[config.mk]
export PLATFORM = sky130hd
export DESIGN_NAME = riscv_mc_controller
export DESIGN_NICKNAME = d
export VERILOG_FILES = /design/src/rtl/riscv_mc_controller.sv
export SDC_FILE = /design/constraint.sdc
export NUM_CORES = 1
export LEC_CHECK = 0
export CAP_MARGIN = 40
export CORE_ASPECT_RATIO = 0.7
export CORE_MARGIN = 10
export CORE_UTILIZATION = 31
export DETAILED_ROUTE_END_ITERATION = 8
export PLACE_DENSITY = 0.86
export SLEW_MARGIN = 20
export SYNTH_ARGS = -nofsm -noshare
export SYNTH_HDL_FRONTEND = slang
export SYNTH_SLANG_ARGS = --single-unit
[constraint.sdc]
create_clock -name clk -period 1.42 [get_ports clk]
set_clock_uncertainty 0.15 [all_clocks]
set_input_delay 0.213 -clock clk [delete_from_list [all_inputs] [get_ports clk]]
set_output_delay 0.213 -clock clk [all_outputs]
set_load 0.03 [all_outputs]
[src/rtl/riscv_mc_controller.sv]
// Multi-cycle RV32I control FSM: decodes IR fields and sequences the datapath
// mux selects, ALU opcode and write enables, one instruction in flight.
//
// state      | meaning
// -----------+----------------------------------------------
// FETCH    0 | read instr at PC, latch IR/OldPC, PC <= PC+4
// DECODE   1 | dispatch on op, precompute OldPC+imm (branch)
// MEMADR   2 | address = RD1 + imm for lw/sw
// MEMREAD  3 | read data memory at computed address
// MEMWB    4 | write loaded data to rd
// MEMWRITE 5 | store RD2 at computed address
// EXECR    6 | RD1 op RD2
// EXECI    7 | RD1 op imm
// ALUWB    8 | write ALUOut to rd
// BRANCH   9 | compare RD1-RD2, redirect PC when taken
// JAL     10 | PC <= target, ALU computes OldPC+4 for the link
// JALRADR 11 | target = RD1 + imm
// LUI     12 | write ImmExt (U) to rd
module riscv_mc_controller (
   input  logic       clk,
   input  logic       rst,
   input  logic [6:0] op,
   input  logic [2:0] funct3,
   input  logic [6:0] funct7,
   input  logic       zero,
   input  logic       neg,
   output logic       pc_write,
   output logic       adr_src,
   output logic       mem_write,
   output logic       ir_write,
   output logic [1:0] result_src,
   output logic [3:0] alu_control,
   output logic [1:0] alu_src_a,
   output logic [1:0] alu_src_b,
   output logic [2:0] imm_src,
   output logic       reg_write,
   output logic       instr_done,
   output logic [3:0] state
);

   typedef enum logic [3:0] {
      S_FETCH    = 4'd0,
      S_DECODE   = 4'd1,
      S_MEMADR   = 4'd2,
      S_MEMREAD  = 4'd3,
      S_MEMWB    = 4'd4,
      S_MEMWRITE = 4'd5,
      S_EXECR    = 4'd6,
      S_EXECI    = 4'd7,
      S_ALUWB    = 4'd8,
      S_BRANCH   = 4'd9,
      S_JAL      = 4'd10,
      S_JALRADR  = 4'd11,
      S_LUI      = 4'd12
   } state_t;

   localparam logic [3:0] ALU_AND  = 4'b0000;
   localparam logic [3:0] ALU_OR   = 4'b0001;
   localparam logic [3:0] ALU_ADD  = 4'b0010;
   localparam logic [3:0] ALU_XOR  = 4'b0011;
   localparam logic [3:0] ALU_SUB  = 4'b0110;
   localparam logic [3:0] ALU_SLT  = 4'b0111;
   localparam logic [3:0] ALU_SLTU = 4'b1000;

   localparam logic [6:0] OP_LW    = 7'b0000011;
   localparam logic [6:0] OP_SW    = 7'b0100011;
   localparam logic [6:0] OP_R     = 7'b0110011;
   localparam logic [6:0] OP_I     = 7'b0010011;
   localparam logic [6:0] OP_BR    = 7'b1100011;
   localparam logic [6:0] OP_JAL   = 7'b1101111;
   localparam logic [6:0] OP_JALR  = 7'b1100111;
   localparam logic [6:0] OP_LUI   = 7'b0110111;

   state_t state_q, state_d;

   logic pc_update;
   logic branch;
   logic taken;
   logic [3:0] alu_dec;
   logic op_legal;

   logic unused_funct7;
   assign unused_funct7 = ^{funct7[6], funct7[4:0]};

   assign state = state_q;

   always_ff @(posedge clk) begin
      if (rst) state_q <= S_FETCH;
      else     state_q <= state_d;
   end

   always_comb begin
      op_legal = 1'b0;
      case (op)
         OP_LW, OP_SW, OP_R, OP_I, OP_BR, OP_JAL, OP_JALR, OP_LUI: op_legal = 1'b1;
         default: op_legal = 1'b0;
      endcase
   end

   always_comb begin
      state_d = S_FETCH;
      case (state_q)
         S_FETCH:    state_d = S_DECODE;
         S_DECODE: begin
            case (op)
               OP_LW, OP_SW: state_d = S_MEMADR;
               OP_R:         state_d = S_EXECR;
               OP_I:         state_d = S_EXECI;
               OP_BR:        state_d = S_BRANCH;
               OP_JAL:       state_d = S_JAL;
               OP_JALR:      state_d = S_JALRADR;
               OP_LUI:       state_d = S_LUI;
               default:      state_d = S_FETCH;
            endcase
         end
         S_MEMADR:   state_d = (op == OP_LW) ? S_MEMREAD : S_MEMWRITE;
         S_MEMREAD:  state_d = S_MEMWB;
         S_EXECR,
         S_EXECI:    state_d = S_ALUWB;
         S_JAL:      state_d = S_ALUWB;
         S_JALRADR:  state_d = S_JAL;
         default:    state_d = S_FETCH;
      endcase
   end

   // funct7[5] selects SUB only for register-register ops
   always_comb begin
      alu_dec = ALU_ADD;
      case (funct3)
         3'b000:  alu_dec = (state_q == S_EXECR && funct7[5]) ? ALU_SUB : ALU_ADD;
         3'b010:  alu_dec = ALU_SLT;
         3'b011:  alu_dec = ALU_SLTU;
         3'b100:  alu_dec = ALU_XOR;
         3'b110:  alu_dec = ALU_OR;
         3'b111:  alu_dec = ALU_AND;
         default: alu_dec = ALU_ADD;
      endcase
   end

   // neg is raw ALU result[31]; signed overflow is not corrected
   always_comb begin
      taken = 1'b0;
      case (funct3)
         3'b000:  taken = zero;
         3'b001:  taken = ~zero;
         3'b100:  taken = neg;
         3'b101:  taken = ~neg;
         default: taken = 1'b0;
      endcase
   end

   always_comb begin
      adr_src     = 1'b0;
      mem_write   = 1'b0;
      ir_write    = 1'b0;
      result_src  = 2'b00;
      alu_control = ALU_AND;
      alu_src_a   = 2'b00;
      alu_src_b   = 2'b00;
      imm_src     = 3'b000;
      reg_write   = 1'b0;
      instr_done  = 1'b0;
      pc_update   = 1'b0;
      branch      = 1'b0;
      case (state_q)
         S_FETCH: begin
            ir_write    = 1'b1;
            alu_src_b   = 2'b10;
            alu_control = ALU_ADD;
            result_src  = 2'b10;
            pc_update   = 1'b1;
         end
         S_DECODE: begin
            alu_src_a   = 2'b01;
            alu_src_b   = 2'b01;
            imm_src     = 3'b010;
            alu_control = ALU_ADD;
            instr_done  = ~op_legal;
         end
         S_MEMADR: begin
            alu_src_a   = 2'b10;
            alu_src_b   = 2'b01;
            alu_control = ALU_ADD;
            imm_src     = (op == OP_SW) ? 3'b001 : 3'b000;
         end
         S_MEMREAD: begin
            adr_src     = 1'b1;
         end
         S_MEMWB: begin
            result_src  = 2'b01;
            reg_write   = 1'b1;
            instr_done  = 1'b1;
         end
         S_MEMWRITE: begin
            adr_src     = 1'b1;
            mem_write   = 1'b1;
            instr_done  = 1'b1;
         end
         S_EXECR: begin
            alu_src_a   = 2'b10;
            alu_control = alu_dec;
         end
         S_EXECI: begin
            alu_src_a   = 2'b10;
            alu_src_b   = 2'b01;
            alu_control = alu_dec;
         end
         S_ALUWB: begin
            reg_write   = 1'b1;
            instr_done  = 1'b1;
         end
         S_BRANCH: begin
            alu_src_a   = 2'b10;
            alu_control = ALU_SUB;
            branch      = 1'b1;
            instr_done  = 1'b1;
         end
         S_JAL: begin
            alu_src_a   = 2'b01;
            alu_src_b   = 2'b10;
            alu_control = ALU_ADD;
            pc_update   = 1'b1;
         end
         S_JALRADR: begin
            alu_src_a   = 2'b10;
            alu_src_b   = 2'b01;
            alu_control = ALU_ADD;
         end
         S_LUI: begin
            imm_src     = 3'b100;
            result_src  = 2'b11;
            reg_write   = 1'b1;
            instr_done  = 1'b1;
         end
         default: ;
      endcase
      // no write enable may leak out while reset is held
      if (rst) begin
         mem_write  = 1'b0;
         ir_write   = 1'b0;
         reg_write  = 1'b0;
         instr_done = 1'b0;
         pc_update  = 1'b0;
         branch     = 1'b0;
      end
   end

   assign pc_write = pc_update | (branch & taken);

endmodule
==> results of run 1 <==
==> what timing repair did <==
action | CTS
gates resized for setup | 73
pin swaps | 20
endpoints found under the setup margin | 26
setup buffers | 11
gates cloned | 0
==> through the flow <==
| step | setup WS, ns | area, µm² | instances | setup TNS (ns) | hold slack, ns |
|---|---|---|---|---|---|
| after floorplan | -0.385 | 1030 | 105 | -3.99 | 0.132 |
| after global placement | -0.995 | 1520 | 190 | -8.20 | 0.510 |
| after detailed placement | -1.00 | 1520 | 190 | -8.98 | 0.509 |
| after CTS | -0.525 | 1790 | 203 | -7.98 | 0.324 |
==> logic make-up after synthesis <==
logic type      after synthesis  synth area share (%)
compound gates               30                  31.1
xor+xnor                      2                  2.70
buf+inv                      15                  10.6
flops                         4                  12.4
mux                           1                  1.54
simple gates                 53                  41.7
==> qor.yml, run 1 <==
outcome:
  status: "aborted with a tool error"
  lastStage: "global routing (5_1_grt)"
  firstError: "[ERROR DPL-0038] Utilization greater than 100%, impossible to legalize"
yosys:
  synth_area_leaders: "dfxtp_1 (12%), nand2_1 (6.9%), nor2_1 (5.8%)"
  ys_seq_area_share_pct: 12.4
  synth_top_area_share_pct: 12.4
  synthTopCellsByCount: "nand2_1 (12), nor2_1 (10), a21oi_1 (7), nor3_1 (7), o21ai_0 (7)"
  synth.largest_area_cell: "dfxtp_1"
  syn-instance-count: 105
  synthArstFlopShare_pct: 0
  yosys_warnings: 0
  synth_flop_cell: "dfxtp_1"
  syn-cell-area_um2: 648
  synth_edf_count: 0
  syn_avg_cell_area_um2: 6.17
  synth.most_common_cell: "nand2_1"
  synth_seq_cells: 4
  ys_types: 38
  synth_nets: 126
clock_tree:
  cts_buffers: 3
  cts-hold-fix-buffers: 0
  clockRootBuffer: "clkbuf_4"
  clock_sinks: 4
  htreeDepth: 1
  clock_path_buffers: 2
floorplanning:
  rows: 13
  initial_core_util_pct: 33.8
  io_pins: 44
  fp.dieH_um: 58.3
  die_w_um: 74.7
placed_design:
  place.port_buffers: 37
  place_congestion: 0.964
  hpwl_mm: 2.79
sta:
  postGrtWorstEndpoint: "alu_control[2]"
  worst_endpoint_kind: "primary output"
global_route:
  grt_max_degree: 10
==> inputs of run 2 (changes only) <==
- CORE_AREA: not set -> 10 10 71 73
- CORE_ASPECT_RATIO: 0.7 -> not set
- CORE_MARGIN: 10 -> not set
- CORE_UTILIZATION: 31 -> not set
- DIE_AREA: not set -> 0 0 81 83
- PLACE_DENSITY: 0.86 -> not set
- PLACE_DENSITY_LB_ADDON: not set -> 0.15
- clock period: 1.42 -> 1.8 ns (I/O delays scaled with it)
==> qor.yml, run 2 <==
finish:
  final_common_cell: "buf_4"
  nNetsFinal: 203
  antennaDiodeCount: 0
  layout_common_cells: "buf_4 (41), buf_6 (21), dlygate4sd2_1 (10), nand2_1 (9), nor2_1 (6)"
  drive_gt1_share_pct: 61.3
  syn_to_final_growth_pct: 164
  largest_reg_flops: 4
  design_area_um2: 1710
pwr:
  clkPwrFrac_pct: 34.8
  p_int_mw: 0.381
  p_total_mw: 0.577
  p_sw_mw: 0.196
  vdd_drop_max_uv: 183
  p_sw_share_pct: 33.9
  p_leak_nw: 0.718
  seqPwrFrac_pct: 16.1
  power_per_cell_area_nw_per_um2: 337
  p_comb_share_pct: 49.1
sta:
  slew_headroom_pct: 75.1
  setup_slack_ns: -0.135
  grt_setup_unrepaired: "yes"
  finalHoldViolCount: 0
  setup_viol: 10
  whs_ns: 0.412
  finalCritPeriodShare_pct: 108
  tightest_slew_ns: 0.372
  slew_violations: 0
  maxClockFrequency_ghz: 0.517
  setup_tns_ns: -0.637
  fin_crit_ns: 1.94
critical_path:
  worstPathRequired_ns: 1.38
  crit_chain: "buf_6 -> or4_4 -> nor4_4 -> buf_6"
  path_class: "reg2out"
  cpMaxStageDelayCell: "or4_4"
  arrival_ns: 1.52
  cp_common_cell: "buf_6"
  path_buf_inv: 2
  cp_slowest_stage_delay_ns: 0.44
  cp_top_family: "simple AND/OR/NAND/NOR gates"
  crit_fanout: 4
  endpoint_kind: "output pin"
  start_kind: "flip-flop"
yosys:
  synth_seq_cells: 4
  yosys_warnings: 0
  synth.most_common_cell: "nand2_1"
  synth_flop_cell: "dfxtp_1"
  synth_edf_count: 0
  synth_nets: 126
  synthArstFlopShare_pct: 0
  synth-simple-area-share_pct: 41.7
  synthXorXnorAreaFrac_pct: 2.70
  ys_seq_area_share_pct: 12.4
  synth_top_family_by_area: "simple AND/OR/NAND/NOR gates"
  synth.largest_area_cell: "dfxtp_1"
  synthTopCellsByCount: "nand2_1 (12), nor2_1 (10), a21oi_1 (7), nor3_1 (7), o21ai_0 (7)"
  syn-cell-area_um2: 648
  synth_area_leaders: "dfxtp_1 (12%), nand2_1 (6.9%), nor2_1 (5.8%)"
  yosys.area_share.adder_pct: 0
  ys_types: 38
  syn_avg_cell_area_um2: 6.17
  syn-instance-count: 105
  synthMuxAreaShare_pct: 1.54
  synth-compound-area-share_pct: 31.1
  synth_top_area_share_pct: 12.4
clock_tree:
  clock_path_buffers: 2
  cts_tree: "yes"
  htreeDepth: 1
  clockRootBuffer: "clkbuf_8"
  cts_buffers: 3
  clk_latency_ns: 0.22
  path_clk_slew_ns: 0.04
  clock_sinks: 4
  cts-hold-fix-buffers: 0
route:
  ant_nets: 0
  drc: 0
  drtIter0Drc: 32
  wl_per_cell_um: 14.8
  routed_wl_mm: 3.40
  vias: 1063
  via_per_inst: 4.64
  dr.pass1.iters: 4
floorplanning:
  rows: 22
  die_area_um2: 6720
  coreArea_um2: 3630
  fp.dieH_um: 83
  initial_core_util_pct: 17.8
  io_pins: 44
  die_w_um: 81
global_route:
  grt_use_total_pct: 9.69
  grt_pass1_vias: 1126
  antenna_found_initial: 0
  grt_max_degree: 21
  grt_pass1_wl_mm: 5.28
  overflow: 0
outcome:
  violations: "negative setup slack"
  status: "finished with violations"
placed_design:
  place_area_um2: 1380
  place_congestion: 0.788
  hpwl_mm: 2.60
  place.port_buffers: 37
job:
  timing.max_cap.violations: 0
worst_hold_path:
  holdCritPathClass: "in2reg"
==> run 2: cell counts after synthesis <==
No cell type changed its count.
==> run 2: power by group through the flow <==
stage / registers (mW) / logic [mW] / clock network (mW)
2_1_floorplan: 0.0994 / 0.131 / 0
3_5_place_dp: 0.0937 / 0.252 / 0
4_1_cts: 0.0926 / 0.281 / 0.203
3_3_place_gp: 0.0938 / 0.251 / 0
6_report: 0.0928 / 0.283 / 0.201
5_1_grt: 0.0928 / 0.302 / 0.216
==> run 2: timing repair <==
| action | 4_1_cts | 5_1_grt |
|---|---|---|
| pin swaps | 16 | 6 |
| endpoints found under the setup margin | 17 | 15 |
| resized for setup | 66 | 8 |
| setup buffers | 15 | 3 |
==> run 2: cells by family after synthesis <==
| kind of cell | after synthesis |
|---|---|
| and+or+nand+nor | 53 |
| AOI/OAI and AO/OA | 30 |
| buffers and inverters | 15 |
| DFF | 4 |
| xor gates and xnor gates | 2 |
| muxes | 1 |
==> run 2: final timing paths <==
check,from,to,slack (ns),depth (start not counted)
max,state[0],imm_src[0],-0.14,4
min,op[6],state[1],0.41,5
max reg2reg,state[0],state[2],0.03,6
min reg2reg,state[0],state[0],0.54,3
==> run 2: per-layer routing <==
metal / global-route usage, % / wire length, µm / vias to the layer above
met5: 0 / 0 / -
met4: 3.91 / 47 / 0
met3: 2.26 / 198 / 6
met2: 17.8 / 1880 / 35
met1: 9.99 / 1270 / 489
li1: - / - / 533
==> run 2: stage by stage <==
step	std cells	setup slack, ns	utilization, %
2_1_floorplan	105	-0.0654	-
3_3_place_gp	207	-0.706	37.9
3_5_place_dp	207	-0.728	37.9
4_1_cts	226	-0.136	45.7
5_1_grt	229	-0.200	47.1
6_report	229	-0.135	47.1
==> run 2: layout make-up <==
cell class,instances,area (µm²)
inverters,4,18.8
flip-flops and latches,4,87.6
well taps,48,60.1
multi-input cells,86,748
repair buffers,83,752
clock buffers,4,45.0
fillers,398,1920
==> run 2: worst min-delay path, stage by stage <==
cell     delay [ns]
buf_2          0.11
buf_4          0.11
nor3_1         0.04
a31oi_1        0.14
o41ai_1        0.07
(Power assumes the default switching activity.)
==> inputs of run 3 (changes only) <==
--- a/config.mk
+++ b/config.mk
@@ -11,2 +11,3 @@
 export DIE_AREA = 0 0 81 83
+export MAX_ROUTING_LAYER = met4
 export PLACE_DENSITY_LB_ADDON = 0.15
==> constraint.sdc (replaced) <==
create_clock -name clk -period 1.8 [get_ports clk]
set_clock_uncertainty 0.15 [all_clocks]
set_input_delay 0.18 -clock clk [delete_from_list [all_inputs] [get_ports clk]]
set_output_delay 0.18 -clock clk [all_outputs]
set_load 0.03 [all_outputs]
==> qor.yml, run 3 (same netlist as run 2, synthesis figures left out) <==
route:
  drt-met1-wl_mm: 1.28
  wl_per_cell_um: 14.0
  wl_met2_mm: 1.69
  drc: 0
  vias: 1041
  dr.pass1.iters: 4
  routed_wl_mm: 3.18
  wl_met3_um: 178
  ant_nets: 0
  highest_layer: "met4"
  drtIter0Drc: 41
  via_per_inst: 4.57
sta:
  tightest_slew_ns: 0.325
  setup_tns_ns: 0
  whs_ns: 0.314
  fin_crit_ns: 1.79
  finalCritPeriodShare_pct: 99.5
  finalHoldViolCount: 0
  setup_viol: 0
  maxClockFrequency_ghz: 0.558
  slew_violations: 0
  slew_headroom_pct: 78.3
  grt_setup_unrepaired: "yes"
floorplanning:
  io_pins: 44
  fp.dieH_um: 83
  die_w_um: 81
  coreArea_um2: 3630
  initial_core_util_pct: 17.8
  rows: 22
  die_area_um2: 6720
clock_tree:
  cts-hold-fix-buffers: 0
  cts_buffers: 3
  cts_tree: "yes"
  clock_sinks: 4
  path_clk_slew_ns: 0.04
  clock_path_buffers: 2
  clockRootBuffer: "clkbuf_8"
  clk_latency_ns: 0.23
  htreeDepth: 1
placed_design:
  dp_cells: 207
  place_area_um2: 1310
  place_congestion: 0.786
  hpwl_mm: 2.48
  place.port_buffers: 37
critical_path:
  cp_common_cell: "buf_6"
  cp_slowest_stage_delay_ns: 0.41
  cpMaxStageDelayCell: "or3_4"
  start_kind: "flip-flop"
  endpoint_kind: "output pin"
  path_buf_inv: 3
  worstPathRequired_ns: 1.47
  path_class: "reg2out"
  crit_chain: "buf_6 -> buf_12 -> or3_4 -> nor3_4 -> buf_6"
  cp_top_family: "simple AND/OR/NAND/NOR gates"
  crit_fanout: 7
  arrival_ns: 1.46
pwr:
  power_per_cell_area_nw_per_um2: 351
  p_sw_mw: 0.200
  vdd_drop_max_uv: 366
  p_sw_share_pct: 33.9
  p_comb_share_pct: 48.7
  p_leak_nw: 0.735
  seqPwrFrac_pct: 15.8
  clkPwrFrac_pct: 35.5
  p_total_mw: 0.588
  p_int_mw: 0.388
finish:
  syn_to_final_growth_pct: 158
  drive_gt1_share_pct: 60.0
  largest_reg_flops: 4
  fillers: 369
  antennaDiodeCount: 0
  nNetsFinal: 202
  instances_no_fill: 228
  layout_common_cells: "buf_4 (44), buf_6 (17), nand2_1 (9), nor2_1 (8), clkdlybuf4s50_1 (7)"
  seq_area_um2: 87.6
  final_common_cell: "buf_4"
  design_area_um2: 1670
  multi_input_area_um2: 701
global_route:
  grt_pass1_wl_mm: 5.20
  grt_pass1_vias: 1080
  grt_use_total_pct: 9.44
  overflow: 0
  grt_max_degree: 11
  antenna_found_initial: 0
job:
  timing.max_cap.violations: 0
worst_hold_path:
  holdCritPathClass: "in2reg"
outcome:
  status: "finished clean"
[run 3: final timing paths]
path	startpoint	endpoint	slack (ns)	depth (start not counted)
min	op[5]	state[1]	0.31	5
max reg2reg	state[0]	state[2]	0.03	6
max	state[2]	ir_write	0.008	5
min reg2reg	state[0]	state[0]	0.53	3
[run 3: per-layer routing]
layer | vias up | GRT usage (%)
li1 | 533 | -
met4 | 0 | 2.97
met1 | 480 | 10.8
met3 | 2 | 1.94
met2 | 26 | 15.9
met5 | - | -
[run 3: metrics by stage]
step | util (%) | setup slack, ns
after floorplan | - | -0.139
after global placement | 35.9 | -0.521
after detailed placement | 35.9 | -0.561
after CTS | 41.4 | -0.0904
after global routing | 46.1 | -0.0579
final | 46.1 | 0.00828
[run 3: power groups by stage]
stage / combinational, mW / clock, mW / sequential (mW)
6_report: 0.286 / 0.209 / 0.0929
5_1_grt: 0.306 / 0.229 / 0.0929
4_1_cts: 0.259 / 0.207 / 0.0922
3_5_place_dp: 0.238 / 0 / 0.0940
3_3_place_gp: 0.236 / 0 / 0.0941
2_1_floorplan: 0.118 / 0 / 0.0981
[run 3: final cells by class]
type | instances | area share (%)
timing repair buffer | 82 | 45.3
tap | 48 | 3.59
inverter | 4 | 1.35
clock buffer | 4 | 2.69
sequential | 4 | 5.23
multi-input combinational | 86 | 41.9
[run 3: worst min-delay path: stages]
cell            delay (ns)
dlymetal6s2s_1        0.12
buf_6                 0.14
o41ai_1               0.08
nand3_1               0.07
o41ai_1               0.06
[run 3: timing repair]
action / 4_1_cts / 5_1_grt
endpoints found under the setup margin: 15 / 17
buffers inserted: 7 / 10
pin swaps: 8 / 9
gates resized for setup: 46 / 26
